[src/rtl/score_ctrl_if.sv]
// Control and display bundle of the dinosaur-game score sequencer.
// The game-tick/collision side drives start/tick/collide; the sequencer
// returns the score, high score, display value, speed and status flags.
interface score_ctrl_if;
  logic        start;
  logic        tick;
  logic        collide;
  logic [12:0] score;
  logic [12:0] hiscore;
  logic [12:0] disp_score;
  logic [2:0]  speed;
  logic        running;
  logic        game_over;
  logic        win;

  modport master (
    output start, tick, collide,
    input  score, hiscore, disp_score, speed, running, game_over, win
  );

  modport slave (
    input  start, tick, collide,
    output score, hiscore, disp_score, speed, running, game_over, win
  );
endinterface

[src/rtl/score_ctrl.sv]
// Game-score sequencer: IDLE/RUN/OVER state machine, saturating 13-bit
// score, high score, speed level derived from a step counter, and the
// value shown on the score display (blinking score/hiscore once over).
module score_ctrl #(
  parameter int TICK_DIV   = 4,
  parameter int SCORE_MAX  = 6399,
  parameter int SPEED_STEP = 100,
  parameter int BLINK_DIV  = 8
) (
  input  logic         clk2,
  input  logic         reset,
  score_ctrl_if.slave  bus
);

  localparam int PW = (TICK_DIV   > 1) ? $clog2(TICK_DIV)   : 1;
  localparam int SW = (SPEED_STEP > 1) ? $clog2(SPEED_STEP) : 1;
  localparam int BW = (BLINK_DIV  > 1) ? $clog2(BLINK_DIV)  : 1;

  localparam logic [PW-1:0] PRESC_LAST = PW'(TICK_DIV - 1);
  localparam logic [SW-1:0] STEP_LAST  = SW'(SPEED_STEP - 1);
  localparam logic [BW-1:0] BLINK_LAST = BW'(BLINK_DIV - 1);
  localparam logic [12:0]   SCORE_TOP  = 13'(SCORE_MAX);

  typedef enum logic [1:0] {
    ST_IDLE = 2'd0,
    ST_RUN  = 2'd1,
    ST_OVER = 2'd2
  } state_t;

  state_t        state_reg, state_next;
  logic [12:0]   score_reg, score_next;
  logic [12:0]   hiscore_reg, hiscore_next;
  logic [12:0]   disp_reg, disp_next;
  logic [2:0]    speed_reg, speed_next;
  logic [PW-1:0] presc_reg, presc_next;
  logic [SW-1:0] step_reg, step_next;
  logic [BW-1:0] blink_reg, blink_next;
  logic          phase_reg, phase_next;
  logic          win_reg, win_next;
  logic          enter_run;
  logic          enter_over;

  // State and datapath registers; reset aborts any game in progress.
  always_ff @(posedge clk2) begin
    if (reset) begin
      state_reg   <= ST_IDLE;
      score_reg   <= '0;
      hiscore_reg <= '0;
      disp_reg    <= '0;
      speed_reg   <= '0;
      presc_reg   <= '0;
      step_reg    <= '0;
      blink_reg   <= '0;
      phase_reg   <= 1'b0;
      win_reg     <= 1'b0;
    end else begin
      state_reg   <= state_next;
      score_reg   <= score_next;
      hiscore_reg <= hiscore_next;
      disp_reg    <= disp_next;
      speed_reg   <= speed_next;
      presc_reg   <= presc_next;
      step_reg    <= step_next;
      blink_reg   <= blink_next;
      phase_reg   <= phase_next;
      win_reg     <= win_next;
    end
  end

  // Next-state logic: transitions, scoring, speed stepping, blinking, display select.
  always_comb begin
    state_next   = state_reg;
    score_next   = score_reg;
    hiscore_next = hiscore_reg;
    speed_next   = speed_reg;
    presc_next   = presc_reg;
    step_next    = step_reg;
    blink_next   = blink_reg;
    phase_next   = phase_reg;
    win_next     = win_reg;
    disp_next    = disp_reg;
    enter_run    = 1'b0;
    enter_over   = 1'b0;

    case (state_reg)
      ST_IDLE: begin
        if (bus.start) begin
          enter_run = 1'b1;
        end
      end

      ST_RUN: begin
        // A collision discards any increment due on the same edge.
        if (bus.collide) begin
          enter_over = 1'b1;
        end else if (bus.tick) begin
          if (presc_reg == PRESC_LAST) begin
            presc_next = '0;
            if (step_reg == STEP_LAST) begin
              step_next = '0;
              if (speed_reg != 3'd7) begin
                speed_next = speed_reg + 3'd1;
              end
            end else begin
              step_next = step_reg + 1'b1;
            end
            if (score_reg + 13'd1 == SCORE_TOP) begin
              score_next = SCORE_TOP;
              win_next   = 1'b1;
              enter_over = 1'b1;
            end else begin
              score_next = score_reg + 13'd1;
            end
          end else begin
            presc_next = presc_reg + 1'b1;
          end
        end
      end

      ST_OVER: begin
        if (bus.start) begin
          enter_run = 1'b1;
        end else if (bus.tick) begin
          if (blink_reg == BLINK_LAST) begin
            blink_next = '0;
            phase_next = ~phase_reg;
          end else begin
            blink_next = blink_reg + 1'b1;
          end
        end
      end

      default: begin
        state_next = ST_IDLE;
      end
    endcase

    if (enter_run) begin
      state_next = ST_RUN;
      score_next = '0;
      speed_next = '0;
      presc_next = '0;
      step_next  = '0;
      win_next   = 1'b0;
    end

    // Final score is whatever is written to score on the entry edge.
    if (enter_over) begin
      state_next = ST_OVER;
      blink_next = '0;
      phase_next = 1'b0;
      if (score_next > hiscore_reg) begin
        hiscore_next = score_next;
      end
    end

    // Display follows next-state values so it is aligned with score/hiscore.
    case (state_next)
      ST_IDLE: disp_next = hiscore_next;
      ST_RUN:  disp_next = score_next;
      ST_OVER: disp_next = phase_next ? hiscore_next : score_next;
      default: disp_next = hiscore_next;
    endcase
  end

  assign bus.score      = score_reg;
  assign bus.hiscore    = hiscore_reg;
  assign bus.disp_score = disp_reg;
  assign bus.speed      = speed_reg;
  assign bus.running    = (state_reg == ST_RUN);
  assign bus.game_over  = (state_reg == ST_OVER);
  assign bus.win        = win_reg;

endmodule

[src/flat_wrapper.sv]
// flat-port wrapper written by rule: the top's interface ports become plain ports
module score_ctrl_flat 
#(
  parameter int TICK_DIV   = 4,
  parameter int SCORE_MAX  = 6399,
  parameter int SPEED_STEP = 100,
  parameter int BLINK_DIV  = 8
)
  (clk2, reset, bus_start, bus_tick, bus_collide, bus_score, bus_hiscore, bus_disp_score, bus_speed, bus_running, bus_game_over, bus_win);
  score_ctrl_if bus_i ();
  input  logic clk2;
  input  logic reset;
  input wire logic [$bits(bus_i.start)-1:0] bus_start;
  input wire logic [$bits(bus_i.tick)-1:0] bus_tick;
  input wire logic [$bits(bus_i.collide)-1:0] bus_collide;
  output wire logic [$bits(bus_i.score)-1:0] bus_score;
  output wire logic [$bits(bus_i.hiscore)-1:0] bus_hiscore;
  output wire logic [$bits(bus_i.disp_score)-1:0] bus_disp_score;
  output wire logic [$bits(bus_i.speed)-1:0] bus_speed;
  output wire logic [$bits(bus_i.running)-1:0] bus_running;
  output wire logic [$bits(bus_i.game_over)-1:0] bus_game_over;
  output wire logic [$bits(bus_i.win)-1:0] bus_win;
  assign bus_i.start = bus_start;
  assign bus_i.tick = bus_tick;
  assign bus_i.collide = bus_collide;
  assign bus_score = bus_i.score;
  assign bus_hiscore = bus_i.hiscore;
  assign bus_disp_score = bus_i.disp_score;
  assign bus_speed = bus_i.speed;
  assign bus_running = bus_i.running;
  assign bus_game_over = bus_i.game_over;
  assign bus_win = bus_i.win;
  score_ctrl #(.TICK_DIV(TICK_DIV), .SCORE_MAX(SCORE_MAX), .SPEED_STEP(SPEED_STEP), .BLINK_DIV(BLINK_DIV)) u_core (.clk2(clk2), .reset(reset), .bus(bus_i));
endmodule
[config.mk]
export PLATFORM = sky130hd
export DESIGN_NAME = score_ctrl_flat
export DESIGN_NICKNAME = d
export VERILOG_FILES = /design/src/rtl/score_ctrl_if.sv /design/src/rtl/score_ctrl.sv /design/src/flat_wrapper.sv
export SDC_FILE = /design/constraint.sdc
export NUM_CORES = 1
export LEC_CHECK = 0
export CAP_MARGIN = 20
export CORE_MARGIN = 8
export CORE_UTILIZATION = 50
export CTS_CLUSTER_SIZE = 40
export DETAILED_ROUTE_END_ITERATION = 10
export GPL_TIMING_DRIVEN = 1
export PLACE_DENSITY = 0.86
export SLEW_MARGIN = 20
export SYNTH_ARGS = -nofsm -noshare
export SYNTH_HDL_FRONTEND = slang
export SYNTH_SLANG_ARGS = --single-unit
[constraint.sdc]
create_clock -name clk2 -period 8.1 [get_ports clk2]
set_input_delay 0.81 -clock clk2 [delete_from_list [all_inputs] [get_ports clk2]]
set_output_delay 0.81 -clock clk2 [all_outputs]
set_load 0.005 [all_outputs]
# [Word-level counts from Yosys, hierarchy flattened]
# Cells that the tools add are included.
[word_totals] ff_bits=58 word_cells=66 inputBits=5 latch_bits=0 rom_bits=0 ramBits=0 mem_count=0
[classes] n_mux=28 n_div=0 add_sub_neg=5 n_bitwise=3 n_shift=0 n_reduce_logical=10 multipliers=0 n_eq_ne=9 magnitude_cmp=1
[ops] cell="13-bit two-way mux" n=9
[ops] cell="13-bit case mux with 2 select lines" n=1
[ops] cell="13-bit by 1-bit adder with 13-bit output (second input constant)" n=1
[ops] cell="13-bit equality test (second input constant)" n=1
[ops] cell="13-bit > comparator" n=1
[ops] cell="1-bit two-way mux" n=12
[ops] cell="2-bit two-way mux" n=4
[ops] cell="7-bit by 1-bit adder with 7-bit output (second input constant)" n=1
[ops] cell="7-bit equality test (second input constant)" n=1
[ops] cell="7-bit two-way mux" n=1
[ops] cell="3-bit by 1-bit adder with 3-bit output (second input constant)" n=2
[ops] cell="2-bit equality test (second input constant)" n=3
[ops] cell="3-bit AND reduction" n=2
[ops] cell="6-bit AND reduction" n=1
[ops] cell="2-bit OR reduction" n=3
[ops] cell="5-bit AND reduction" n=1
[ops] cell="2-bit by 1-bit equality test with 1-bit output (second input constant)" n=2
[ops] cell="4-bit AND reduction" n=1
[ops] cell="3-bit equality test (second input constant)" n=1
[ops] cell="3-bit two-way mux" n=1
[ops] cell="3-bit != test (second input constant)" n=1
[ops] cell="1-bit NOT" n=3
[ops] cell="3-bit OR reduction" n=1
[ops] cell="2-bit by 1-bit adder with 2-bit output (second input constant)" n=1
[ops] cell="2-bit logical NOT" n=1

# [Longest topological paths before layout]
# Gate-level depths: netlist of the first run.
[depth] ltp_word=13 ltp_mapped=19 ltp_nobuf=16

# [Worst setup path before layout of the first run]
# No wires, ideal clock.
[synth_timing] path_kind="input port to flip-flop" start="in bus_tick" end="reg u_core.disp_reg[10], in the netlist u_core.bus.disp_score[10]" required_time_ns=8.031 slack_ns=4.292 path_stages=16 t_arrival_ns=3.739 setup_time_ns=0.069 path_cell_list="nand2_1 > nor3_2 > clkbuf_1 > o211ai_1 > nand2_1 > inv_1 > ha_1 > nor2b_1 > o21bai_1 > a211o_1 > o211a_1 > or2_2 > clkbuf_1 > o32a_1 > buf_6 > o2bb2ai_2"
[synth_via] elab_chain_cells=9
[synth_rtl] item="start, declared" line="flat_wrapper.sv:14" source="input wire logic [$bits(bus_i.tick)-1:0] bus_tick;"
[synth_rtl] item="13-bit two-way mux (*)" line="score_ctrl.sv:96" source="end else if (bus.tick) begin"
[synth_rtl] item="13-bit two-way mux (*)" line="score_ctrl.sv:94" source="if (bus.collide) begin"
[synth_rtl] item="13-bit two-way mux (*)" line="score_ctrl.sv:85" source="case (state_reg)"
[synth_rtl] item="13-bit two-way mux (*)" line="score_ctrl.sv:138" source="if (enter_run) begin"
[synth_rtl] item="via u_core.score_next[1]" line="score_ctrl.sv:31" source="logic [12:0] score_reg, score_next;"
[synth_rtl] item="13-bit > comparator (*)" line="score_ctrl.sv:152" source="if (score_next > hiscore_reg) begin"
[synth_rtl] item="13-bit two-way mux (*)" line="score_ctrl.sv:152"
[synth_rtl] item="13-bit two-way mux (*)" line="score_ctrl.sv:148" source="if (enter_over) begin"
[synth_rtl] item="13-bit two-way mux" line="score_ctrl.sv:161" source="ST_OVER: disp_next = phase_next ? hiscore_next : score_next;"
[synth_rtl] item="13-bit case mux with 2 select lines (*)" line="score_ctrl.sv:158" source="case (state_next)"
[synth_rtl] item="end signal, assigned" line="score_ctrl.sv:60" source="disp_reg <= disp_next;"
[synth_rtl] item="end, declared" line="score_ctrl.sv:33" source="logic [12:0] disp_reg, disp_next;"
# Mark *: on every way through the listed nets, which the timed path passes. The rest lies on a longest branch.
# A chain may end at the register's enable or synchronous reset.

# [Worst setup path after layout of the first run]
[layout_timing] start="in bus_tick" end="reg u_core.disp_reg[0], in the netlist u_core.bus.disp_score[0]"
# The elaborated chain is that of the path after synthesis.

==> flow_summary.rst, run 1 <==
.. list-table::
   :header-rows: 1

   * - Metric
     - Value
   * - Wire length of the first global-routing pass
     - 14.01 mm
   * - Final Hold Slack
     - 492.5 ps
   * - Depth of the worst hold-timing path
     - 2
   * - Number of buffer cells added on primary ports
     - 49
   * - Number of nets still failing antenna checks after routing
     - 0
   * - Clock latency at the later pin of the worst-skew pair
     - roughly 340 ps
   * - Number of vias per cell after detailed routing
     - 5.884
   * - Type of the setup path with the least slack
     - input pin to flop
   * - Number of global-route vias before repair
     - 2974
   * - Number of nets produced by synthesis
     - 411
   * - Global routing usage summed across all routing layers
     - 0.1749
   * - Final-layout setup total negative slack
     - 0 ps
   * - Clock tree sinks
     - 58
   * - First drt pass iteration count
     - 4
   * - # placed instances
     - 494
   * - Number of max-slew violations in the final report
     - 0
   * - Min setup slack post-route
     - 3070 ps
   * - Netlist area before placement
     - 0.003266 mm²
   * - Post-route fraction of the period consumed by the critical path
     - 0.6210
   * - Nets
     - 456
   * - Category of the worst setup path capture point
     - flop
   * - Worst R2R Path Depth
     - 15
   * - Count of synthesis-stage warnings from yosys
     - 0
   * - DP Wirelength
     - 6.079 mm
   * - Wirelength per Cell
     - ~17 µm
   * - Outcome
     - finished, final reports clean
   * - DR vias
     - 3001
   * - Std-Cell Core Area
     - between 0.006 and 0.007 mm²
   * - Count of cell types in the netlist
     - 56
   * - Starting Density
     - 0.5143
   * - Post-CTS Setup Inserts
     - 0
   * - Num ports
     - 50
   * - Die ar.
     - 0.009373 mm²
   * - Gate count of the mapped netlist
     - roughly 380
   * - Top-count cell post-synth
     - dfxtp_1
   * - Largest fanout on the critical path
     - 18
   * - Number of buffers created by CTS
     - 9
   * - Placement row count
     - 29
   * - Transition time at the pin with the least slew margin
     - about 1100 ps
   * - Mean cell area of the mapped netlist
     - 8.526 µm²
   * - DRC
     - 0
   * - Leakage power total
     - 1.594 nW
   * - Post-detailed-routing wire length
     - 8.417 mm
   * - Final Instance Count excl. Fillers
     - 510
   * - Gpl congestion
     - 0.8892
   * - Antenna diodes
     - 0
   * - Deepest level of the CTS H-tree
     - 3
   * - Maximum number of pins on one net before global-route repair
     - 36
   * - Setup repair after global routing missed its margin
     - false
   * - Worst min-delay path category
     - flop to flop
   * - Most used flip-flop cell after synthesis
     - dfxtp_1
   * - Max-cap violations
     - 0
   * - Critical path required time
     - 8360 ps
   * - Final period demand of the worst path
     - 5030 ps
   * - Hold Buf Count CTS
     - 0
   * - Die Span X
     - 96.82 µm
   * - Root buffer cell
     - clkbuf_8
   * - Achievable frequency
     - 198.8 MHz
   * - Number of DRC violations after detailed-routing iteration 0
     - 234
   * - GRT Residual Overflow
     - 0
   * - Worst slew margin relative to its limit
     - 0.2937
   * - Number of buffers on the longest clock path
     - 2
   * - Sequential share of the synthesized area
     - 0.3556
   * - Synthesis-to-layout area growth
     - 21.69%
   * - Yosys reg bits
     - 58
   * - Resize count post-CTS
     - 0
   * - Clock-pin slew of the registers on the worst-case setup and hold paths
     - 70 ps
   * - Fin. Hold Viols
     - 0
   * - Cell area power density
     - 144.3 mW/mm²
   * - Place WS
     - 2787 ps
   * - Synth top cells by count
     - dfxtp_1, nor2_1, nand2_1
   * - Initial antenna violation count
     - 0
   * - Layout cells sized above 1
     - 0.09469
   * - Maximum resistive drop on vdd
     - 0.1173 mV
   * - Portion of synthesized cell area occupied by the leading cell type
     - 0.3556
   * - Fill cell instance count of the final layout
     - 503
   * - Dominant cell type by area after synthesis
     - dfxtp_1
   * - Clock tree from TritonCTS
     - done
   * - Vertical die dimension
     - 96.82 µm
   * - Data arrival, critical path
     - around 5300 ps
   * - Biggest area contributors in the synthesized netlist
     - dfxtp_1, ha_1, nor2_1
   * - Proportion of synthesized flip-flops having asynchronous set or reset
     - 0
   * - Category of the worst setup path launch point
     - input pin
   * - Worst clock skew
     - 9.786 ps
   * - Number of enable-type register cells in the synthesized netlist
     - 0
   * - Final setup violation count
     - 0
-- placed cells by master, fill, tap and decap left out, types with 12 or more instances in the layout --
| cell | Yosys | final |
|---|---|---|
| o21ai_0 | 15 | 15 |
| dfxtp_1 | 58 | 58 |
| nor2_1 | 40 | 40 |
| a21oi_1 | 25 | 25 |
| nand4_1 | 12 | 12 |
| clkdlybuf4s50_1 | 0 | 49 |
| ha_1 | 23 | 23 |
| inv_1 | 30 | 30 |
| nor3_1 | 12 | 12 |
| nand2_1 | 32 | 32 |
-- critical path: stages --
cell             delay [ps]
clkdlybuf4s50_1         540
nand2_1                 160
nor3_2                  820
nand4_1                 220
xor2_1                  180
or2_2                   330
inv_1                    70
ha_1                    140
nand3_1                 100
o21bai_1                170
a211o_1                 280
o211a_1                 180
or2_2                   430
o32a_1                  590
o2bb2ai_1               250
-- cells by family (layout without fill, tap and decap cells) --
| family | count (synthesis) | count (layout) | synth area share |
|---|---|---|---|
| AND/OR/NAND/NOR | 142 | 142 | 0.2249 |
| AO/OA/AOI/OAI | 86 | 86 | 0.2019 |
| flip-flops | 58 | 58 | 0.3556 |
| buffers and inverters | 49 | 99 | 0.06015 |
| adder cells (fa/ha/maj) | 23 | 23 | 0.08812 |
| XOR/XNOR | 19 | 19 | 0.05096 |
| multiplexers | 6 | 6 | 0.01839 |
-- routing by layer --
metal  wire length (µm)  global-route usage  part of all wire  vias up
li1                   -                   -                 -     1450
met1               3608              0.1956              0.43     1428
met2               4014              0.3005              0.48      106
met3                621             0.05192             0.074       17
met4                173             0.07337             0.021        0
met5                  0                   0                 0        -
-- final timing paths --
path	start	end	slack, ps
setup / recovery	bus_tick	u_core.bus.disp_score[0]	3070
hold / removal	u_core.step_reg[1]	u_core.step_reg[1]	490
setup reg to reg	u_core.bus.score[0]	u_core.bus.disp_score[0]	3140
hold reg to reg	u_core.step_reg[1]	u_core.step_reg[1]	490
-- through the flow --
stage | instance area (µm²) | utilization | power (W)
2_1_floorplan | 3266 | - | 0.0003227
3_3_place_gp | 3795 | 0.5976 | 0.0003336
3_5_place_dp | 3795 | 0.5976 | 0.0003347
4_1_cts | 3974 | 0.6258 | 0.0005751
5_1_grt | 3974 | 0.6258 | 0.0005918
6_report | 3974 | 0.6258 | 0.0005733
-- power by group --
group	total (W)	leakage, nW	switching (W)	internal (W)
Combinational	0.0000421	1.04	0.0000297	0.0000125
Sequential	0.000287	0.467	0.000000844	0.000286
Clock	0.000244	0.0847	0.000125	0.000119
Total	0.000573	1.59	0.000156	0.000417
-- area by class of cell --
class	instances	area, µm²	share of cell area
sequential	58	1161	0.2922
inverter	31	116.4	0.02928
multi-input combinational	276	1908	0.4802
timing repair buffer	52	513.0	0.1291
clock inverter	6	41.29	0.01039
clock buffer	10	137.6	0.03463
tap	77	96.34	0.02424
Note: power is estimated with default switching activity, not from simulation.
==> inputs of run 2 (changes only) <==
==> constraint.sdc (replaced) <==
create_clock -name clk2 -period 5.05 [get_ports clk2]
set_input_delay 0.505 -clock clk2 [delete_from_list [all_inputs] [get_ports clk2]]
set_output_delay 0.505 -clock clk2 [all_outputs]
set_load 0.005 [all_outputs]
==> run 2 against run 1 <==
Compared with the run above: cell count is 0.59% higher; design area about the same; worst setup slack worse by 2500 ps; largest power group unchanged; first-iteration DRC count increased by 19%; critical path depth is 1 higher; critical path type is now flop to flop; critical endpoint is now u_core.bus.disp_score[9].
==> flow_summary.rst, run 2 (synthesis results as in run 1) <==
.. list-table::
   :header-rows: 1

   * - Metric
     - Value
   * - Synthesis-to-layout area growth
     - 21.76% (was 21.69%)
   * - Largest fanout on the critical path
     - 21 (was 18)
   * - Fin. Hold Viols
     - 0 (unchanged)
   * - Maximum number of pins on one net before global-route repair
     - 36 (unchanged)
   * - Outcome
     - finished, final reports clean (unchanged)
   * - Setup repair after global routing missed its margin
     - false (unchanged)
   * - Resize count post-CTS
     - 0 (unchanged)
   * - Achievable frequency
     - 224.6 MHz
   * - Placement row count
     - 29 (unchanged)
   * - Final standard cell area without fillers
     - 0.003976 mm² (was 0.003974 mm²)
   * - Root buffer cell
     - clkbuf_8 (unchanged)
   * - Critical path required time
     - 5320 ps (was 8360 ps)
   * - Number of global-route vias before repair
     - 2914 (was 2974)
   * - Transition time at the pin with the least slew margin
     - 683.2 ps (was 1054 ps)
   * - Post-route core utilization
     - 0.6262 (was 0.6258)
   * - Final-layout setup total negative slack
     - 0 ps (unchanged)
   * - Maximum resistive drop on vdd
     - 0.1704 mV (was 0.1173 mV)
   * - Worst slew margin relative to its limit
     - 0.5446 (was 0.2937)
   * - Wire length of the first global-routing pass
     - 14.30 mm (was 14.01 mm)
   * - Post-detailed-routing wire length
     - 8.471 mm (was 8.417 mm)
   * - Place WS
     - 605.0 ps (was 2787 ps)
   * - Layout cells sized above 1
     - 0.09633 (was 0.09469)
   * - Number of buffer cells added on primary ports
     - 49 (unchanged)
   * - Number of nets still failing antenna checks after routing
     - 0 (unchanged)
   * - Final period demand of the worst path
     - 4453 ps
   * - Die Span X
     - 96.82 µm (unchanged)
   * - Hold Buf Count CTS
     - 0 (unchanged)
   * - Global routing usage summed across all routing layers
     - 0.1811 (was 0.1749)
   * - Category of the worst setup path launch point
     - flop (was input pin)
   * - Post-detailed-placement cell area
     - 0.003825 mm² (was 0.003795 mm²)
   * - Most frequent standard cell in the layout excluding fill and tap cells
     - dfxtp_1 (unchanged)
   * - Number of DRC violations after detailed-routing iteration 0
     - 278 (was 234)
   * - Number of buffers created by CTS
     - 9 (unchanged)
   * - Num ports
     - 50 (unchanged)
   * - Leading cell types in the layout, fill and taps excluded
     - dfxtp_1, clkdlybuf4s50_1, nor2_1 (unchanged)
   * - Vertical die dimension
     - 96.82 µm (unchanged)
   * - Starting Density
     - 0.5143 (unchanged)
   * - Die ar.
     - 0.009373 mm² (unchanged)
   * - Number of buffers on the longest clock path
     - 2 (unchanged)
   * - Post-route fraction of the period consumed by the critical path
     - 0.8817
   * - Clock tree from TritonCTS
     - done (unchanged)
   * - Deepest level of the CTS H-tree
     - 3 (unchanged)
   * - Category of the worst setup path capture point
     - flop (unchanged)
   * - Final setup violation count
     - 0 (unchanged)
   * - Type of the setup path with the least slack
     - flop to flop (was input pin to flop)
   * - Data arrival, critical path
     - 4720 ps (was 5290 ps)
   * - Clock latency at the later pin of the worst-skew pair
     - 340 ps (about the same)
   * - Fill cell instance count of the final layout
     - 518 (was 503)
   * - Max-cap violations
     - 0 (unchanged)
   * - Gpl congestion
     - 0.9154 (was 0.8892)
   * - Worst clock skew
     - 9.256 ps (was 9.786 ps)
   * - Number of max-slew violations in the final report
     - 0 (unchanged)
   * - Std-Cell Core Area
     - 0.006350 mm² (unchanged)
   * - Number of vias per cell after detailed routing
     - 5.971 (was 5.884)
   * - GRT Residual Overflow
     - 0 (unchanged)
   * - DRC
     - 0 (unchanged)
   * - Min setup slack post-route
     - 597.5 ps (was 3070 ps)
   * - Worst min-delay path category
     - flop to flop (unchanged)
   * - Nets
     - 460 (was 456)
   * - Clock-pin slew of the registers on the worst-case setup and hold paths
     - 70 ps (about the same)
   * - Leakage power total
     - 1.611 nW (was 1.594 nW)
   * - Cell area power density
     - 219.8 mW/mm² (was 144.3 mW/mm²)
   * - Initial antenna violation count
     - 0 (unchanged)
   * - Clock tree sinks
     - 58 (unchanged)
   * - Post-CTS Setup Inserts
     - 0 (unchanged)
   * - Wirelength per Cell
     - 16.51 µm (was 16.50 µm)
   * - DP Wirelength
     - 6.243 mm (was 6.079 mm)
   * - First drt pass iteration count
     - 5 (was 4)
   * - DR vias
     - 3063 (was 3001)
   * - Antenna diodes
     - 0 (unchanged)
run 2: report_power, final:
group | leakage, nW | total [W] | internal, W | switching, W
combinational | 1.06 | 0.0000675 | 0.0000210 | 0.0000465
clock | 0.0827 | 0.000346 | 0.000172 | 0.000174
sequential | 0.467 | 0.000461 | 0.000459 | 0.00000145
run 2: final cells by class:
type	count	area, µm²	share of cell area
multi-input cells	276	1908	0.4799
repair buffers	56	543.0	0.1366
clock inverters	4	20.02	0.005035
clock buffers	11	131.4	0.03304
flip-flops and latches	58	1161	0.2920
inverters	31	116.4	0.02926
well taps	77	96.34	0.02423
run 2: path summary, 6_finish.rpt:
path	start	to	slack, ps	depth (start not counted)
worst max-delay path	u_core.bus.score[1]	u_core.bus.disp_score[9]	600	16
worst min-delay path	u_core.bus.win	u_core.bus.win	470	2
worst max register to register	u_core.bus.score[1]	u_core.bus.disp_score[9]	600	16
worst min register to register	u_core.bus.win	u_core.bus.win	470	2
run 2: per-stage QoR:
stage                     hold WS (ps)   power, W  instances
after global routing             492.7  0.0009071        513
final                            472.9  0.0008739        513
after CTS                        478.6  0.0008768        513
after global placement           456.7  0.0005344        498
after detailed placement         463.2  0.0005372        498
after floorplan                  464.6  0.0005175        383
run 2: per-layer routing:
layer | track usage | up-vias | share of wire | wire length, µm
met2 | 0.2990 | 110 | 0.48 | 4099
li1 | - | 1463 | - | -
met3 | 0.04623 | 23 | 0.062 | 526
met4 | 0.08402 | 0 | 0.024 | 204
met1 | 0.2137 | 1467 | 0.43 | 3641
met5 | 0 | - | 0 | 0
run 2: critical path, cell delays in order (launching register included):
cell and delay (ps):
dfxtp_1 440, ha_1 310, and4_1 320, xor2_1 160, and3_1 180, nand4_2 220
o41a_1 700, nand2_1 180, ha_1 200, nand2_1 70, a211oi_1 220, a311oi_1 100
o31ai_1 90, o211ai_1 220, a21oi_1 560, buf_4 300, o2bb2ai_2 120
